<file path="src/rtl/pipe_ctrl_pkg.sv">
// Shared types and widths for the pipeline hazard/stall control slice.
package pipe_ctrl_pkg;

  localparam int unsigned REG_W = 4;

  typedef enum logic {
    IDLE = 1'b0,
    WAIT = 1'b1
  } mem_state_e;

endpackage

</file>
<file path="src/rtl/sram_wait_fsm.sv">
// Multi-cycle SRAM wait sequencer: stalls MEM for SRAM_WAIT cycles per access,
// then pulses done for one cycle.
module sram_wait_fsm
  import pipe_ctrl_pkg::*;
#(
  parameter int unsigned SRAM_WAIT = 4
) (
  input  logic clk,
  input  logic rst,
  input  logic mem_access,
  output logic mem_stall_c,
  output logic sram_done_c
);

  localparam int unsigned CLOG_W = $clog2(SRAM_WAIT);
  localparam int unsigned WCNT_W = (CLOG_W > 4) ? CLOG_W : 4;
  localparam logic [WCNT_W-1:0] WCNT_LOAD = WCNT_W'(SRAM_WAIT - 1);

  mem_state_e state, state_nxt;
  logic [WCNT_W-1:0] wcnt, wcnt_nxt;

  always_ff @(posedge clk or posedge rst) begin
    if (rst) begin
      state <= IDLE;
      wcnt  <= '0;
    end else begin
      state <= state_nxt;
      wcnt  <= wcnt_nxt;
    end
  end

  // Stall/done are suppressed while rst is high so a reset aborts a wait at once.
  always_comb begin
    state_nxt   = state;
    wcnt_nxt    = wcnt;
    mem_stall_c = 1'b0;
    sram_done_c = 1'b0;
    if (!rst) begin
      case (state)
        IDLE: begin
          if (mem_access) begin
            mem_stall_c = 1'b1;
            wcnt_nxt    = WCNT_LOAD;
            state_nxt   = WAIT;
          end
        end
        WAIT: begin
          if (wcnt != '0) begin
            mem_stall_c = 1'b1;
            wcnt_nxt    = wcnt - WCNT_W'(1);
          end else begin
            sram_done_c = 1'b1;
            state_nxt   = IDLE;
          end
        end
        default: state_nxt = IDLE;
      endcase
    end
  end

endmodule

</file>
<file path="src/rtl/pipe_hazard_ctrl.sv">
// 5-stage pipeline control: data-hazard bubble, branch squash and SRAM-wait
// freeze, prioritised into per-stage freeze/flush, plus a stall-cycle counter.
module pipe_hazard_ctrl
  import pipe_ctrl_pkg::*;
#(
  parameter int unsigned SRAM_WAIT = 4,
  parameter bit          FORWARD   = 1'b1,
  parameter int unsigned CNT_W     = 16
) (
  input  logic             clk,
  input  logic             rst,
  input  logic [REG_W-1:0] id_src1,
  input  logic             id_src1_valid,
  input  logic [REG_W-1:0] id_src2,
  input  logic             id_two_src,
  input  logic [REG_W-1:0] ex_dest,
  input  logic             ex_wb_en,
  input  logic             ex_mem_r_en,
  input  logic [REG_W-1:0] mem_dest,
  input  logic             mem_wb_en,
  input  logic             mem_access,
  input  logic             branch_taken,
  output logic             if_freeze,
  output logic             if_flush,
  output logic             id_freeze,
  output logic             id_flush,
  output logic             ex_freeze,
  output logic             mem_freeze,
  output logic             sram_done,
  output logic             hazard,
  output logic [CNT_W-1:0] stall_cnt
);

  logic mem_stall;
  logic ex_hit, mem_hit;
  logic stall_evt;

  sram_wait_fsm #(
    .SRAM_WAIT(SRAM_WAIT)
  ) u_sram_wait_fsm (
    .clk        (clk),
    .rst        (rst),
    .mem_access (mem_access),
    .mem_stall_c(mem_stall),
    .sram_done_c(sram_done)
  );

  assign ex_hit  = ex_wb_en && ((id_src1_valid && (id_src1 == ex_dest)) ||
                                (id_two_src    && (id_src2 == ex_dest)));
  assign mem_hit = mem_wb_en && ((id_src1_valid && (id_src1 == mem_dest)) ||
                                 (id_two_src    && (id_src2 == mem_dest)));

  // With forwarding only a load in EX cannot be bypassed in time.
  assign hazard = FORWARD ? (ex_mem_r_en && ex_hit) : (ex_hit || mem_hit);

  always_comb begin
    if_freeze  = 1'b0;
    if_flush   = 1'b0;
    id_freeze  = 1'b0;
    id_flush   = 1'b0;
    ex_freeze  = 1'b0;
    mem_freeze = 1'b0;
    if (mem_stall) begin
      if_freeze  = 1'b1;
      id_freeze  = 1'b1;
      ex_freeze  = 1'b1;
      mem_freeze = 1'b1;
    end else if (branch_taken) begin
      if_flush = 1'b1;
      id_flush = 1'b1;
    end else if (hazard) begin
      if_freeze = 1'b1;
      id_flush  = 1'b1;
    end
  end

  assign stall_evt = mem_stall || (hazard && !branch_taken);

  always_ff @(posedge clk or posedge rst) begin
    if (rst) begin
      stall_cnt <= '0;
    end else if (stall_evt && (stall_cnt != '1)) begin
      stall_cnt <= stall_cnt + CNT_W'(1);
    end
  end

endmodule

</file>
<file path="config.mk">
export PLATFORM = sky130hd
export DESIGN_NAME = pipe_hazard_ctrl
export DESIGN_NICKNAME = d
export VERILOG_FILES = /design/src/rtl/pipe_ctrl_pkg.sv /design/src/rtl/sram_wait_fsm.sv /design/src/rtl/pipe_hazard_ctrl.sv
export SDC_FILE = /design/constraint.sdc
export NUM_CORES = 1
export LEC_CHECK = 0
export CORE_ASPECT_RATIO = 0.5
export CORE_MARGIN = 3
export CORE_UTILIZATION = 46
export CTS_BUF_LIST = sky130_fd_sc_hd__clkbuf_4
export CTS_CLUSTER_DIAMETER = 40
export DETAILED_ROUTE_END_ITERATION = 12
export PLACE_DENSITY = 0.93
export RECOVER_POWER = 25
export SYNTH_ARGS = -nofsm -noshare
export SYNTH_HDL_FRONTEND = slang
export SYNTH_SLANG_ARGS = --single-unit
</file>
<file path="constraint.sdc">
create_clock -name clk -period 2.13 [get_ports clk]
set_input_delay 0.426 -clock clk [delete_from_list [all_inputs] [get_ports clk]]
set_output_delay 0.426 -clock clk [all_outputs]
set_load 0.02 [all_outputs]
</file>
# == Word level (Yosys, flattened, before mapping) ==
# Cells that the tools add are included.
# totals
register_bits,21
input_bits,25
output_inout_bits,24
elab_cells,41
# classes
addsub,2
n_eq_ne,5
muxes,18
n_bitwise,2
reduce_logical,11
# ops
cell,count
adder 16 x 1 -> 16 bit (second input constant),1
inequality test 16 bit (second input constant),1
two-way mux 1 bit,14
equality test 4 bit,2
two-way mux 4 bit,2
one-hot mux 4 bit (2 select lines),1
logical AND 1 bit,6
inequality test 2 bit (second input constant),2
nonzero test 4 bit,1
subtractor 4 x 1 -> 4 bit (second input constant),1
AND reduction 3 bit,1
logical OR 1 bit,2
inverter 1 bit,2
one-hot mux 1 bit (2 select lines),1
logical NOT 1 bit,1

# == Depth between registers and ports, before layout ==
# logic_depth
depth_word,8
mapped_depth,9
depth_no_buf,7

# == Modules after synthesis ==
# Synthesis repeated with hierarchy kept, for this count alone.
# hier_totals
cells_unflattened,130
hier_area_um2,1377.6
# modules_own_cells
module,n_inst,cells_each,area_each_um2,seq_area_each_um2
pipe_hazard_ctrl,1,98,1037.2,400.4
sram_wait_fsm,1,32,340.3,125.1

# == Worst setup path after synthesis ==
# No wires, ideal clock.
# synth_timing
path_type,reg2out
startpoint,register u_sram_wait_fsm.wcnt[0]
endpoint,output if_freeze
arrival_time_ns,1.667
required_time_ns,1.704
slack_ns,0.037
stages_incl_launch_ff,9
n_path_buf,2
cell_sequence,dfrtp_1 > inv_1 > ha_1 > and4bb_4 > or3_1 > buf_6 > clkinv_8 > buf_6 > or2_2
# synth_between
elab_chain_len,5
# synth_lines
element,line,rtl
start: declaration,sram_wait_fsm.sv:20,"logic [WCNT_W-1:0] wcnt, wcnt_nxt;"
start signal: assignment,sram_wait_fsm.sv:28,wcnt <= wcnt_nxt;
nonzero test 4 bit,sram_wait_fsm.sv:48,if (wcnt != '0) begin
two-way mux 1 bit,sram_wait_fsm.sv:48,
one-hot mux 1 bit (2 select lines),sram_wait_fsm.sv:39,case (state)
two-way mux 1 bit,sram_wait_fsm.sv:38,if (!rst) begin
two-way mux 1 bit,pipe_hazard_ctrl.sv:63,if (mem_stall) begin
end: declaration,pipe_hazard_ctrl.sv:23,"output logic if_freeze,"
# Every way passes these cells.

# == Final worst setup path ==
# Same ends and word-level chain as after synthesis.

==> reports/summary.txt <==
Outcome -> finished, violations left
Failing checks -> setup timing
Clock power share -> 13.7%
Pre-Repair DR Iteration Count -> 4
Input/output buffers -> 43
Core region area -> 2700 sq um
Worst-Margin Slew -> 1128 ps
RSZ-0062 raised after global routing -> yes
Post-Layout Cell Count -> 229
Initial core utilization -> 50.42%
Num rows -> 13
Die area -> 3688 sq um
Max Used Layer -> met4
Cell taking the most area after synthesis -> dfrtp_1
CTS tree -> done
Leak -> 0.8721 nW
Setup Viol. Count Final -> 6
Hold Violations, Final -> 0
Layout area overhead -> 48.35%
Placed Cells -> 222
Final Cycle Share -> 104.3%
CP Cell Sequence -> inv_2, ha_4, and4bb_4, or3_4, clkinv_8, or2_4, buf_6
Initial antenna violation count -> 0
First-pass GRT wire length -> 5947 um
Combinational share of power -> 46.8%
Most common cell after layout, fill and taps aside -> clkdlybuf4s50_1
Overflow after GRT -> 0
Io pins -> 49
Setup WS pre-CTS -> -570.8 ps
Met2 WL -> 2072 um
Critical path startpoint -> u_sram_wait_fsm.wcnt[0]$_DFFE_PP0P_
Worst-path maximum fanout -> 7
Worst skew pair latency -> 300 ps
1st-iter DRT viols -> 39
Synth area leaders -> dfrtp_1, xnor2_1, o2111ai_1
Critical Path Max Stage Delay -> 400 ps
Vias per inst -> 5.585
Global Route Usage Sum -> 20.02%
Post-synth net total -> 159
Max transition margin -> 24.83%
Met3 Wirelength -> 158 um
Worst Path Class, Setup -> reg2out
DIE HEIGHT -> 44.47 um
Minimum clock period -> 2221 ps
Antenna cells -> 0
Worst hold path class -> reg2reg
Post-DR wirelength/cell -> 17.10 um
Share of the synthesized area in the top cell type -> 38.60%
Fmax -> 450.3 MHz
DRC -> 0
Num CTS Buffers -> 3
Register area share after synthesis -> 38.60%
Psw -> 0.5470 mW
CP Capture Point -> if_freeze
H-Tree Depth -> 1
DRT antenna net count -> 0
HPWL Detailed -> 2768 um
Setup Skew -> 4.000 ps
Root Buffer Master -> clkbuf_4
Max-cap violation count -> 0
Pwr Density -> 734.2 nW/um^2
Vias in the first global route -> 1292
Synthesized instance count -> 131
Worst r2r dst -> stall_cnt[9]$_DFFE_PP0P_
R2R setup slack -> 80 ps
Seq pwr share -> 39.4%
Post-Syn Area -> 1361 sq um
Clk sinks -> 21
Critical Path Start Type -> flip-flop
Slowest-stage cell, CP -> dfrtp_1
Pin count of the biggest net entering global routing -> 22
Synth Area per Inst -> 10.39 sq um
Total Power -> 1.483 mW
R2R Path Start -> u_sram_wait_fsm.wcnt[0]$_DFFE_PP0P_
Arrival @ worst endpoint -> 1790 ps
Max Buffers Root-to-Sink -> 2
FF+latch count, synth -> 21
Share of cells above drive strength 1 -> 28.65%
Ys async rst share -> 100.0%
Worst setup margin -> -90.82 ps
Ys Warns -> 0
Routed met1 length -> 1607 um
VDD IR max -> 0.4097 mV
Die Wd -> 82.94 um
Int Pwr -> 0.9356 mW
Nets@finish -> 221
Top FF cell, synth -> dfrtp_1
Routed WL -> 3916 um
Clock slew at reported path FFs -> 110 ps
EDFF count, synth -> 0
DR vias -> 1279
Synth unique cells -> 42
Most frequent cells in the layout -> clkdlybuf4s50_1, buf_4, dfrtp_1
FF-to-FF path depth -> 8
CP Capture Type -> primary output
Switching Share -> 36.90%
Max-slew violations -> 0
Placer Congestion -> 0.8589
WP data required -> 1700 ps
[state kept, by name, indices dropped and copies added, names as in the netlist]
signal / flops
stall_cnt: 16
u_sram_wait_fsm.wcnt: 4
u_sram_wait_fsm.state: 1
[worst min path at each step]
| stage | cells after the start | from | slack [ps] | to |
|---|---|---|---|---|
| global route | 1 | stall_cnt[7]$_DFFE_PP0P_ | 560 | stall_cnt[7]$_DFFE_PP0P_ |
| finish | 1 | stall_cnt[13]$_DFFE_PP0P_ | 520 | stall_cnt[13]$_DFFE_PP0P_ |
| floorplan | 1 | rst | 410 | stall_cnt[0]$_DFFE_PP0P_ |
| global placement | 1 | stall_cnt[7]$_DFFE_PP0P_ | 490 | stall_cnt[7]$_DFFE_PP0P_ |
| detailed placement | 1 | stall_cnt[13]$_DFFE_PP0P_ | 500 | stall_cnt[13]$_DFFE_PP0P_ |
| CTS | 1 | stall_cnt[7]$_DFFE_PP0P_ | 520 | stall_cnt[7]$_DFFE_PP0P_ |
[cells in the mapped netlist (3+ instances only)]
cell type,n
and2_1,6
and3_1,3
buf_6,3
dfrtp_1,21
ha_1,3
inv_1,5
mux2i_1,3
nand2_1,7
nand3_1,5
nor2_1,6
o2111ai_1,6
o211ai_1,6
xnor2_1,18
[cell families after synthesis]
group / after synthesis / share of synthesized area, %
AND/OR/NAND/NOR: 43 / 18.47
AO/OA/AOI/OAI: 24 / 15.07
flip-flops: 21 / 38.60
XOR/XNOR: 19 / 12.22
buffers and inverters: 14 / 7.077
multiplexers: 7 / 5.790
adder cells (fa/ha/maj): 3 / 2.758
[layout make-up]
| cell class | instances | area, sq um |
|---|---|---|
| multi-input cells | 96 | 803.3 |
| fillers | 185 | 680.7 |
| repair buffers | 65 | 579.3 |
| flip-flops and latches | 21 | 525.5 |
| well taps | 37 | 46.29 |
| inverters | 6 | 35.03 |
| clock buffers | 4 | 30.03 |
[routing by layer]
layer  GRT usage [%]  vias up
met5               0        -
met4           4.235        0
met3           4.833       10
met2           39.65       37
met1           22.57      633
li1                -      599
[power by group through the flow]
stage                     Sequential, mW  Clock, mW  Combinational (mW)
final                              0.585      0.204               0.694
after detailed placement           0.590          0               0.660
after CTS                          0.585      0.209               0.676
after floorplan                    0.656          0               0.280
after global placement             0.584          0               0.628
after global routing               0.603      0.222               0.752
[what timing repair did]
action                     in CTS  in global routing
hold buffers                    0                  0
setup endpoints to repair      12                  8
pin swaps                       8                  4
setup buffers                   1                  2
gates resized for setup        45                 10
[worst max-delay path: cells and delay by family (launching register included)]
family,cells,cell delay [ps]
flip-flops,1,400
adder cells (fa/ha/maj),1,150
AND/OR/NAND/NOR,3,690
buffers and inverters,3,250
[through the flow]
step	utilization (%)	setup TNS [ps]	hold WS (ps)	area, sq um
floorplan	-	0	407.7	1361
global placement	71.08	-3360	492.8	1919
detailed placement	71.08	-4020	502.0	1919
CTS	72.94	-408.0	522.8	1969
global route	74.79	-639.3	558.5	2019
finish	74.79	-330.8	518.7	2019
No activity file was read; power rests on OpenSTA's default activity.
